### src/rtl/sha3_pkg.sv
// Shared SHA-3 constants and block-controller state encoding.
// Imported by the padder and the block sequencing control.
package sha3_pkg;

  localparam logic [7:0] PAD_FIRST = 8'h01;
  localparam logic [7:0] PAD_LAST  = 8'h80;
  localparam int RATE_WORDS_DEF    = 18;

  typedef enum logic [1:0] {
    FILL,
    PAD,
    FULL,
    DONE
  } state_t;

endpackage

### src/rtl/padder_block_ctrl_padder1.sv
// Word padder: keeps the valid leading bytes of the last word
// and places the first pad byte right after them.
module padder1
  import sha3_pkg::*;
(
  input  logic [23:0] in_hi,
  input  logic [1:0]  byte_num,
  output logic [31:0] out
);

  always_comb begin
    out = {PAD_FIRST, 24'h0};
    unique case (byte_num)
      2'd0: out = {PAD_FIRST, 24'h0};
      2'd1: out = {in_hi[23:16], PAD_FIRST, 16'h0};
      2'd2: out = {in_hi[23:8], PAD_FIRST, 8'h0};
      2'd3: out = {in_hi, PAD_FIRST};
    endcase
  end

endmodule

### src/rtl/padder_block_ctrl.sv
// Assembles rate-sized message blocks with SHA-3 padding and
// holds each completed block until the permutation acknowledges it.
module padder_block_ctrl
  import sha3_pkg::*;
#(
  parameter int RATE_WORDS = RATE_WORDS_DEF
) (
  input  logic                     clk,
  input  logic                     reset,
  input  logic [31:0]              in,
  input  logic                     in_ready,
  input  logic                     is_last,
  input  logic [1:0]               byte_num,
  output logic                     in_accept,
  output logic                     buffer_full,
  output logic [RATE_WORDS*32-1:0] out,
  output logic                     out_ready,
  input  logic                     f_ack
);

  localparam int W  = RATE_WORDS * 32;
  localparam int CW = $clog2(RATE_WORDS + 1);
  localparam logic [CW-1:0] LAST_IDX = CW'(RATE_WORDS - 1);

  state_t          r_state;
  state_t          w_state_nxt;
  logic [CW-1:0]   r_count;
  logic            r_last_seen;
  logic [W-1:0]    r_out;
  logic [31:0]     w_pad1;
  logic [31:0]     w_word;
  logic            w_write;
  logic            w_fill_blk;
  logic            w_ack;

  padder1 u_padder1 (
    .in_hi    (in[31:8]),
    .byte_num (byte_num),
    .out      (w_pad1)
  );

  assign w_fill_blk = (r_count == LAST_IDX);
  assign w_ack      = (r_state == FULL) && f_ack;

  always_comb begin
    w_state_nxt = r_state;
    w_write     = 1'b0;
    w_word      = 32'h0;
    in_accept   = 1'b0;
    unique case (r_state)
      FILL: begin
        in_accept = in_ready;
        if (in_ready) begin
          w_write = 1'b1;
          w_word  = is_last ? w_pad1 : in;
          if (w_fill_blk) begin
            // final pad byte may share the word with the first pad byte
            if (is_last || r_last_seen)
              w_word = w_word | {24'h0, PAD_LAST};
            w_state_nxt = FULL;
          end else if (is_last) begin
            w_state_nxt = PAD;
          end
        end
      end
      PAD: begin
        w_write = 1'b1;
        if (w_fill_blk) begin
          w_word      = {24'h0, PAD_LAST};
          w_state_nxt = FULL;
        end
      end
      FULL: begin
        if (f_ack)
          w_state_nxt = r_last_seen ? DONE : FILL;
      end
      DONE: begin
        w_state_nxt = DONE;
      end
    endcase
  end

  always_ff @(posedge clk) begin
    if (reset) begin
      r_state     <= FILL;
      r_count     <= '0;
      r_last_seen <= 1'b0;
      r_out       <= '0;
    end else begin
      r_state <= w_state_nxt;
      if (w_write) begin
        r_out   <= {r_out[W-33:0], w_word};
        r_count <= r_count + 1'b1;
      end
      if (w_ack)
        r_count <= '0;
      if (in_accept && is_last)
        r_last_seen <= 1'b1;
    end
  end

  assign out         = r_out;
  assign buffer_full = (r_state == FULL);
  assign out_ready   = buffer_full;

endmodule

### config.mk
export PLATFORM = sky130hd
export DESIGN_NAME = padder_block_ctrl
export DESIGN_NICKNAME = d
export VERILOG_FILES = /design/src/rtl/sha3_pkg.sv /design/src/rtl/padder_block_ctrl_padder1.sv /design/src/rtl/padder_block_ctrl.sv
export SDC_FILE = /design/constraint.sdc
export NUM_CORES = 1
export LEC_CHECK = 0
export BUFFER_PORTS_ARGS = -buffer_cell sky130_fd_sc_hd__buf_4
export CAP_MARGIN = 20
export CORE_AREA = 4 4 238 240
export CTS_CLUSTER_DIAMETER = 60
export DETAILED_ROUTE_END_ITERATION = 8
export DIE_AREA = 0 0 242 244
export HOLD_SLACK_MARGIN = 0.12
export PLACE_DENSITY_LB_ADDON = 0.05
export SLEW_MARGIN = 20
export SYNTH_ARGS = -nofsm -noshare
export SYNTH_HDL_FRONTEND = slang
export SYNTH_HIERARCHICAL = 1
export SYNTH_SLANG_ARGS = --single-unit
### constraint.sdc
create_clock -name clk -period 2.02 [get_ports clk]
set_input_delay 0.404 -clock clk [delete_from_list [all_inputs] [get_ports clk]]
set_output_delay 0.404 -clock clk [all_outputs]
set_load 0.01 [all_outputs]
# After elaboration in Yosys (flattened, before gate mapping)

Index checks and enable logic that the tools add are counted.

Div/mod/pow operators: 0
$mul: 0
Magnitude comparators: 0
Reductions and logical operators: 7
Shift-type cells: 0
Equal/unequal tests: 11
Bitwise logic cells: 0
$add $sub $neg: 1
Mux-type cells: 17

Operators by type and width:

| operator            | count |
|---|---|
| $pmux 32 s4         | 1 |
| $mux 32             | 2 |
| $pmux 32 s2         | 1 |
| $mux 8              | 3 |
| $mux 2              | 6 |
| $eq 2x2->1 const B  | 4 |
| $pmux 2 s4          | 1 |
| $add 5x1->5 const B | 1 |
| $eq 5x5->1 const B  | 1 |
| $eq 2x1->1 const B  | 2 |
| $logic_not 2->1     | 2 |
| $ne 2x2->1 const B  | 2 |
| $reduce_and 4->1    | 1 |
| $ne 3x3->1 const B  | 1 |
| $logic_and 1x1->1   | 2 |
| $mux 1              | 2 |
| $ne 2x1->1 const B  | 1 |
| $pmux 1 s2          | 1 |
| $reduce_or 2->1     | 1 |
| $logic_or 1x1->1    | 1 |

Bits in read-only memories: 0
Register bits: 584
Memories kept: 0
Output and inout port bits: 579
Word-level logic and storage cells: 40
Memory bits (writable): 0
Latch bits: 0
Input port bits: 39

# Longest topological paths before layout

Gate-level depths: netlist of the first run.

Depth after elaboration: 7
Mapped depth: 6
Depth with buffers taken out: 5

# Cells and area by module

The synthesis of the first run kept the hierarchy.

Modules (own cells, without submodules):

| module            | cells each | instances | sequential area each (um^2) | area an instance (um^2) |
|---|---|---|---|---|
| padder_block_ctrl | 2547       | 1         | 11691.2                     | 20353.3 |
| padder1           | 37         | 1         | 0.0                         | 245.2 |

# Worst setup path before layout of the first run

Ideal clock, no wire load.

Path kind: in2reg
From: input port is_last
To: register r_out[10] (netlist: out[10])
Setup time: 0.128 ns
Slack: 0.445 ns
Stages: 5
Arrival: 1.447 ns
Path buffers: 2
Required time: 1.892 ns
Path through: buf_2 clkbuf_1 mux2_2 a22oi_1 nor2_1

Word-level cells in the longest chain between the ends: 3

Ends and longest elaborated chain:

| what                 | RTL line                | text |
|---|---|---|
| from (decl)          | padder_block_ctrl.sv:12 | `input logic is_last,` |
| $mux 32              | padder_block_ctrl.sv:55 | `w_word = is_last ? w_pad1 : in;` |
| $mux 32              | padder_block_ctrl.sv:53 | `if (in_ready) begin` |
| $pmux 32 s2          | padder_block_ctrl.sv:50 | `unique case (r_state)` |
| to (signal assigned) | padder_block_ctrl.sv:92 | `r_out <= {r_out[W-33:0], w_word};` |
| to (decl)            | padder_block_ctrl.sv:29 | `logic [W-1:0] r_out;` |

Every way passes these cells.
A chain may end at the register's enable or synchronous reset.

# Final worst setup path of the first run

From: register r_state[0]
To: output port in_accept

Word-level cells in the longest chain between the ends: 2

Ends and longest elaborated chain:

| what                   | RTL line                | text |
|---|---|---|
| from (decl)            | padder_block_ctrl.sv:25 | `state_t r_state;` |
| from (signal assigned) | padder_block_ctrl.sv:90 | `r_state <= w_state_nxt;` |
| $logic_not 2->1        | padder_block_ctrl.sv:50 |  |
| $mux 1                 | padder_block_ctrl.sv:50 |  |
| to (decl)              | padder_block_ctrl.sv:14 | `output logic in_accept,` |

Every way passes these cells.

==> out/results.tsv, run 1 <==
stage	metric	value	unit
floorplanning	core area	54700	um2
final_layout	share of cells above drive strength 1	0.257	
synthesis	Post-Synth Adder-Cell Area	0.00121	
final_layout	sequential cell area	11700	um2
synthesis	number of flops mapped to enable cells by yosys	0	
worst_setup_path	Max FO, Critical Path	5	
floorplanning	Starting Density	0.377	
pwr	maximum vdd drop	0.665	mV
floorplanning	Die Y	244	um
sta	Clock Skew	0.0179	ns
sta	final setup violation count	0	
synthesis	Compound-Gate Fraction of Synth Area	0.150	
worst_hold_path	HP Class	in2reg	
clock_tree	root buffer cell	clkbuf_16	
synthesis	post-synth cell types	38	
sta	max-slew violation count	0	
synthesis	Cell Area, Synth	20600	um2
synthesis	Post-Synth XOR/XNOR Area	0.000425	
sta	fin crit period	1.97	ns
synthesis	simple-gate portion of the synthesized area	0.216	
grt	initial antenna violation count	0	
synthesis	Synth area leaders	dfxtp_1 (57%), nand2_1 (20%), a21oi_1 (13%)	
final_layout	commonest non-fill, non-tap cell in the layout	nand2_1	
sta	RSZ-0062 raised after global routing	false	
final_layout	Finished Core Util	0.517	
clock_tree	CTS Buf Count	66	
worst_setup_path	crit path cell chain	or3b_4 > inv_4 > buf_4	
synthesis	largest family of logic cells by synthesized area	simple AND/OR/NAND/NOR gates	
synthesis	Cells after Synth	2584	
clock_tree	clock tree buffer depth	3	
synthesis	post-synthesis sequential area ratio	0.568	
grt	busiest grt layer	met2	
final_layout	Area Growth Syn to Fin	37.1	%
floorplanning	io pins	618	
synthesis	Synth Warn #	6	
synthesis	multiplexer area fraction after synthesis	0.0175	
clock_tree	clk slew on worst S/H paths	0.06	ns
worst_setup_path	Critical Path RT	1.62	ns
run_status	outcome	finished clean	
clock_tree	Clock Latency Late Sink	0.59	ns
synthesis	Mean Syn Cell Area	7.97	um2
drt	vias per inst	4.98	
floorplanning	# rows	86	
grt	gr usage total	0.242	
drt	DR DRC count	0	
grt	GR Overflow Total	0	
sta	final hold vios	0	
drt	post-DR wirelength/cell	19.6	um
worst_setup_path	Crit path largest cell delay	0.42	ns
synthesis	Synth Register Bits	584	
final_layout	multi-input logic area	7970	um2
sta	final hold slack	0.179	ns
synthesis	ys flop type	dfxtp_1	
sta	Peak Freq	508	MHz
synthesis	share of the synthesized area in the top cell type	0.568	
final_layout	Antenna Diode Count	0	
drt	wirelength, routed	75800	um
drt	drt first pass iters	5	
place	Placer Congestion	0.873	
grt	met1 GRT Util	0.281	
grt	largest net degree at the start of global routing	81	
floorplanning	Die Wd	242	um
clock_tree	H-Tree Depth	3	
final_layout	commonest cells after routing, fill and taps aside	nand2_1 (1090), buf_4 (643), dfxtp_1 (582)	
run	Max Cap Viol	0	
synthesis	Post-synth ARST share	0	
sta	setup_tns	0	ns
worst_setup_path	CP arrival	1.56	ns
final_layout	nets	3165	
drt	1st-iter DRT viols	1108	
synthesis	Synth area leader	dfxtp_1	
place	count of input and output buffers	617	
grt	first-pass GRT wire length	112000	um
grt	GR Layer Usage met2	0.428	
floorplanning	DIE AREA	59000	um2
worst_setup_path	CP max stage cell	or3b_4	
worst_setup_path	Critical Path End Type	primary output	
clock_tree	TritonCTS clock tree	built	
pwr	Leak	11.0	nW
grt	vias in the first global route	18431	
drt	Vias	19297	
worst_setup_path	Setup Crit Path Kind	reg2out	
place	Post-DP HPWL	56000	um
drt	Antenna Nets Post-Route	0	
sta	Final period util	0.974	
worst_setup_path	startpoint types	flop	
clock_tree	# clock sinks	584	
final_layout	filler cell count	5389	
grt	met3 usage	0.0759	
pwr	Pwr Density	902	nW/um2
==> path summary, 6_finish.rpt <==
path / depth (start not counted) / from / endpoint / slack (ns)
worst max-delay path: 3 / r_state[0] / in_accept / 0.05
worst min-delay path: 3 / in_ready / r_state[0] / 0.18
worst max register to register: 6 / r_state[0] / out[472] / 0.32
worst min register to register: 2 / out[569] / out[569] / 0.46
==> through the flow <==
stage	total power [W]	area, um2	cells	setup WS [ns]
floorplan	0.0128	20600	2590	0.445
global placement	0.0134	26000	3758	0.356
detailed placement	0.0134	26000	3758	0.315
CTS	0.0258	28200	3873	0.0123
global route	0.0264	28200	3875	0.00134
finish	0.0255	28200	3875	0.0517
==> state kept, by name (all words and copies together) (netlist names) <==
register and flops:
out 576, r_state 2, r_count 5, r_last_seen 1
==> report_power, final <==
part           internal (W)  switching (W)
Combinational      0.000469       0.000955
Clock               0.00764        0.00474
Sequential           0.0116      0.0000848
Total                0.0197        0.00578
==> synth_stat cells, types with 2 or more instances <==
| cell | instances |
|---|---|
| a21oi_1 | 550 |
| dfxtp_1 | 584 |
| buf_2 | 111 |
| and3_1 | 7 |
| nand2_1 | 1090 |
| nor2_1 | 35 |
| inv_1 | 6 |
| ha_1 | 2 |
| or4_1 | 2 |
| nor2b_1 | 7 |
| buf_4 | 11 |
| o21bai_1 | 2 |
| clkbuf_1 | 83 |
| a22oi_1 | 31 |
| mux2_2 | 32 |
| o31ai_1 | 2 |
| and2_1 | 8 |
==> cell families after synthesis <==
family,count (synthesis)
AOI/OAI and AO/OA,594
xor gates and xnor gates,1
adders and majority gates,2
buffers and inverters,212
DFF,584
muxes,32
other,1
and+or+nand+nor,1158
==> cell type report <==
| class | instances | share of cell area |
|---|---|---|
| timing repair buffer | 672 | 0.191 |
| multi-input combinational | 1794 | 0.282 |
| inverter | 6 | 0.000886 |
| clock buffer | 96 | 0.0708 |
| tap | 704 | 0.0312 |
| clock inverter | 19 | 0.00917 |
| sequential | 584 | 0.414 |
==> routing by layer <==
metal  wire length [um]  up-vias
li1                   -     9454
met1              29200     9162
met2              38300      582
met3               6220       99
met4               2040        0
met5                  0        -
==> worst max-delay path: cells and delay by family (launching register included) <==
kind,cells,cell delay [ns]
buffers and inverters,2,0.21
flip-flops,1,0.35
AND/OR/NAND/NOR,1,0.42
==> repair_timing <==
action	in CTS	in global routing
pin swaps	0	1
cloned	0	0
resized for setup	6	1
setup buffers	0	2
endpoints found under the setup margin	1	1
hold buffers	0	0
No activity file was read; power rests on OpenSTA's default activity.
==> inputs of run 2 (changes only) <==
==> constraint.sdc (replaced) <==
create_clock -name clk -period 2.02 [get_ports clk]
set_input_delay 0.303 -clock clk [delete_from_list [all_inputs] [get_ports clk]]
set_output_delay 0.303 -clock clk [all_outputs]
set_load 0.01 [all_outputs]
==> out/results.tsv, run 2 (synthesized netlist as in run 1, its figures left out) <==
stage	metric	value	unit
worst_setup_path	CP arrival	1.66	ns
worst_setup_path	startpoint types	input pin	
run	Max Cap Viol	0	
worst_setup_path	r2r setup slk	0.39	ns
final_layout	max reg flops	576	
drt	drt first pass iters	7	
drt	Vias	19476	
worst_setup_path	CP max stage cell	dlygate4sd3_1	
grt	first-pass GRT wire length	114000	um
grt	initial antenna violation count	0	
sta	final setup violation count	0	
floorplanning	Die Wd	242	um
grt	vias in the first global route	18732	
sta	max-slew violation count	0	
worst_setup_path	crit path cell chain	dlygate4sd3_1 > buf_4 > or3b_4 > clkinvlp_4 > buf_4	
grt	GR Overflow Total	0	
sta	Relative slew margins	0.656	
final_layout	commonest cells after routing, fill and taps aside	nand2_1 (1090), buf_4 (632), dfxtp_1 (582)	
sta	final hold slack	0.249	ns
worst_setup_path	worst path bufs/invs	4	
floorplanning	Die Y	244	um
floorplanning	Starting Density	0.377	
clock_tree	H-Tree Depth	3	
drt	Antenna Nets Post-Route	0	
floorplanning	# rows	86	
clock_tree	clk slew on worst S/H paths	0.06	ns
place	Placer Congestion	0.896	
drt	wirelength, routed	76400	um
sta	Final period util	0.972	
pwr	maximum vdd drop	0.734	mV
grt	largest net degree at the start of global routing	115	
clock_tree	clock tree buffer depth	3	
pwr	Leak	11.1	nW
final_layout	share of cells above drive strength 1	0.250	
place	dpl ws	0.296	ns
place	Post-DP HPWL	55800	um
worst_setup_path	Max FO, Critical Path	5	
sta	Clock Skew	0.0179	ns
clock_tree	root buffer cell	clkbuf_16	
pwr	Pwr Density	880	nW/um2
grt	gr usage total	0.244	
pwr	total power	0.0250	W
clock_tree	TritonCTS clock tree	built	
drt	1st-iter DRT viols	1342	
final_layout	Area Growth Syn to Fin	38.1	%
drt	DR DRC count	0	
sta	RSZ-0062 raised after global routing	false	
worst_setup_path	CP dominant cell by count	buf_4	
final_layout	commonest non-fill, non-tap cell in the layout	nand2_1	
sta	final hold vios	0	
sta	setup_tns	0	ns
worst_setup_path	CP top delay family	buffers and inverters	
worst_setup_path	Critical Path End Type	primary output	
worst_setup_path	Crit path largest cell delay	0.53	ns
worst_setup_path	Setup Crit Path Kind	in2out	
run_status	outcome	finished clean	
sta	Peak Freq	510	MHz
final_layout	nets	3191	
drt	vias per inst	4.99	
sta	fin crit period	1.96	ns
sta	final worst slack	0.0573	ns
floorplanning	io pins	618	
place	count of input and output buffers	617	
floorplanning	core area	54700	um2
floorplanning	DIE AREA	59000	um2
final_layout	filler cell count	5353	
clock_tree	Clock Latency Late Sink	0.58	ns
sta	Worst-Margin Slew	0.516	ns
drt	post-DR wirelength/cell	19.6	um
final_layout	Antenna Diode Count	0	
clock_tree	# clock sinks	584	
clock_tree	CTS Buf Count	66	
worst_setup_path	Critical Path RT	1.72	ns
worst_hold_path	HP Class	in2reg	
## run 2: final timing paths
path	start	end	cells past startpoint
max reg2reg	r_state[0]	out[21]	6
min reg2reg	out[554]	out[554]	2
max	in_ready	in_accept	5
min	is_last	r_last_seen	3
## run 2: layout make-up
cell class	count	area, um2	share of cell area
clock buffer	105	2040	0.0719
tap	704	881	0.0310
multi-input combinational	1794	7970	0.280
inverter	6	26.3	0.000924
timing repair buffer	698	5710	0.201
clock inverter	12	119	0.00418
sequential	584	11700	0.411
## run 2: metrics by stage
step	utilization	instances	cell area, um2
after floorplan	-	2590	20600
after global placement	0.474	3750	25900
after detailed placement	0.474	3750	25900
after CTS	0.520	3903	28400
after global routing	0.520	3903	28400
final	0.520	3903	28400
## run 2: layer usage
metal  wire length, um  up-vias  global-route usage
met1             29600     9334               0.283
met5                 0        -                   0
li1                  -     9485                   -
met3              6170       99              0.0787
met2             38500      558               0.429
met4              2150        0              0.0804
## run 2: worst register-to-register path, cell delays in order (launching register included)
cell,delay (ns)
dfxtp_2,0.37
or3b_4,0.42
clkinvlp_4,0.13
buf_4,0.20
buf_4,0.23
a22oi_1,0.09
nor2_1,0.12
## run 2: repair_timing
| action | 4_1_cts | 5_1_grt |
|---|---|---|
| hold buffers | 35 | 0 |
| setup buffers | 1 | 0 |
| resized for setup | 2 | 2 |
| endpoints found under the setup margin | 1 | 1 |
| endpoints found under the hold margin | 62 | 0 |
## run 2: where the power goes
group	total [W]	internal (W)	switching [W]
clock network	0.0119	0.00719	0.00468
registers	0.0117	0.0116	0.0000859
logic	0.00147	0.000496	0.000969
total	0.0250	0.0193	0.00573
==> inputs of run 3 (changes only) <==
--- a/config.mk
+++ b/config.mk
@@ -12,7 +12,7 @@
 export DETAILED_ROUTE_END_ITERATION = 8
 export DIE_AREA = 0 0 242 244
 export HOLD_SLACK_MARGIN = 0.12
-export PLACE_DENSITY_LB_ADDON = 0.05
+export PLACE_DENSITY_LB_ADDON = 0.1
 export SLEW_MARGIN = 20
 export SYNTH_ARGS = -nofsm -noshare
 export SYNTH_HDL_FRONTEND = slang
==> constraint.sdc (replaced) <==
create_clock -name clk -period 2.02 [get_ports clk]
set_input_delay 0.303 -clock clk [delete_from_list [all_inputs] [get_ports clk]]
set_output_delay 0.303 -clock clk [all_outputs]
set_load 0.1 [all_outputs]
==> out/results.tsv, run 3 (synthesized netlist as in run 1, its figures left out) <==
stage	metric	value	unit
run_status	outcome	finished clean	
place	dpl ws	0.297	ns
sta	final worst slack	0.0404	ns
worst_setup_path	R2R cell count	5	
clock_tree	TritonCTS clock tree	built	
worst_setup_path	Setup Crit Path Kind	in2out	
sta	final hold slack	0.235	ns
floorplanning	io pins	618	
floorplanning	Die Y	244	um
clock_tree	CTS Buf Count	66	
grt	GR Overflow Total	0	
worst_hold_path	Worst Hold Path EP	r_last_seen	
clock_tree	# clock sinks	584	
worst_hold_path	Worst Hold Launch	is_last	
drt	wirelength, routed	75900	um
worst_hold_path	hold path cells	3	
sta	fin crit period	1.98	ns
sta	Final period util	0.980	
worst_setup_path	crit path cell chain	dlygate4sd3_1 > buf_4 > or3b_4 > inv_4 > buf_12	
final_layout	Antenna Diode Count	0	
sta	Clock Skew	0.0235	ns
drt	DR DRC count	0	
floorplanning	Die Wd	242	um
floorplanning	core area	54700	um2
grt	initial antenna violation count	0	
worst_setup_path	Reg2Reg Launch Point	r_state[0]	
worst_setup_path	Crit path largest cell delay	0.53	ns
floorplanning	Starting Density	0.377	
pwr	Pwr Density	910	nW/um2
drt	vias per inst	5.00	
pwr	total power	0.0262	W
final_layout	Area Growth Syn to Fin	39.5	%
grt	gr usage total	0.243	
grt	GR Layer Usage met2	0.425	
grt	met3 usage	0.0782	
final_layout	share of cells above drive strength 1	0.258	
sta	Peak Freq	505	MHz
final_layout	max reg flops	576	
worst_setup_path	CP arrival	1.68	ns
pwr	maximum vdd drop	0.600	mV
sta	final setup violation count	0	
run	Max Cap Viol	0	
floorplanning	# rows	86	
drt	Vias	19633	
sta	Worst-Margin Slew	0.510	ns
sta	max-slew violation count	0	
worst_setup_path	Critical Path RT	1.72	ns
clock_tree	clock tree buffer depth	3	
worst_setup_path	startpoint types	input pin	
final_layout	commonest non-fill, non-tap cell in the layout	nand2_1	
sta	Relative slew margins	0.660	
floorplanning	DIE AREA	59000	um2
worst_hold_path	HP Class	in2reg	
final_layout	commonest cells after routing, fill and taps aside	nand2_1 (1090), buf_4 (646), dfxtp_1 (582)	
sta	final hold vios	0	
worst_setup_path	CP max stage cell	dlygate4sd3_1	
place	Post-DP HPWL	55200	um
grt	first-pass GRT wire length	113000	um
worst_setup_path	r2r setup slk	0.12	ns
worst_setup_path	R2R Path End	r_state[0]	
place	count of input and output buffers	617	
drt	drt first pass iters	5	
pwr	Leak	11.2	nW
place	Placer Congestion	0.894	
sta	RSZ-0062 raised after global routing	false	
sta	setup_tns	0	ns
clock_tree	Clock Latency Late Sink	0.60	ns
grt	largest net degree at the start of global routing	115	
worst_setup_path	Critical Path End Type	primary output	
clock_tree	root buffer cell	clkbuf_16	
drt	post-DR wirelength/cell	19.3	um
grt	busiest grt layer	met2	
worst_setup_path	Max FO, Critical Path	5	
clock_tree	clk slew on worst S/H paths	0.06	ns
grt	vias in the first global route	19069	
grt	met1 GRT Util	0.274	
final_layout	nets	3207	
clock_tree	H-Tree Depth	3	
drt	Antenna Nets Post-Route	0	
drt	1st-iter DRT viols	1179	
-- run 3: cell type report --
type | count | area [um2]
Inverter | 6 | 25.0
Fill cell | 5259 | 25900
Multi-Input combinational cell | 1794 | 7980
Clock buffer | 102 | 2070
Tap cell | 704 | 881
Timing Repair Buffer | 714 | 5860
Clock inverter | 19 | 215
Sequential cell | 584 | 11700
-- run 3: worst max-delay path: cells and delay by family --
family | cells | cell delay (ns)
buffers and inverters | 4 | 0.97
AND/OR/NAND/NOR | 1 | 0.41
-- run 3: worst max path at each step --
stage | start | end | slack (ns) | cells past startpoint
2_1_floorplan | r_state[1] | out_ready | 0.33 | 3
3_3_place_gp | r_state[0] | out[273] | 0.36 | 5
3_5_place_dp | r_state[0] | out[550] | 0.30 | 5
4_1_cts | r_state[1] | in_accept | 0.0005 | 3
5_1_grt | r_state[0] | in_accept | 0.003 | 3
6_report | in_ready | in_accept | 0.04 | 5
-- run 3: routing by layer --
| layer | vias to the layer above | wire (um) |
|---|---|---|
| met3 | 136 | 6070 |
| met4 | 0 | 3010 |
| met1 | 9351 | 29000 |
| li1 | 9536 | - |
| met5 | - | 0 |
| met2 | 610 | 37800 |
-- run 3: what timing repair did --
item / 4_1_cts / 5_1_grt
hold buffers: 35 / 0
setup endpoints to repair: 1 / 2
hold endpoints to repair: 64 / 0
resized for setup: 7 / 2
setup buffers: 1 / 0
-- run 3: power breakdown --
group,switching [W],total [W],internal (W)
clock,0.00483,0.0124,0.00760
combinational,0.00149,0.00203,0.000540
sequential,0.0000858,0.0117,0.0116
total,0.00641,0.0262,0.0197
-- run 3: metrics by stage --
step / utilization / instances / area, um2
floorplan: - / 2590 / 20600
global placement: 0.477 / 3766 / 26100
detailed placement: 0.477 / 3766 / 26100
CTS: 0.525 / 3923 / 28700
global route: 0.525 / 3923 / 28700
finish: 0.525 / 3923 / 28700
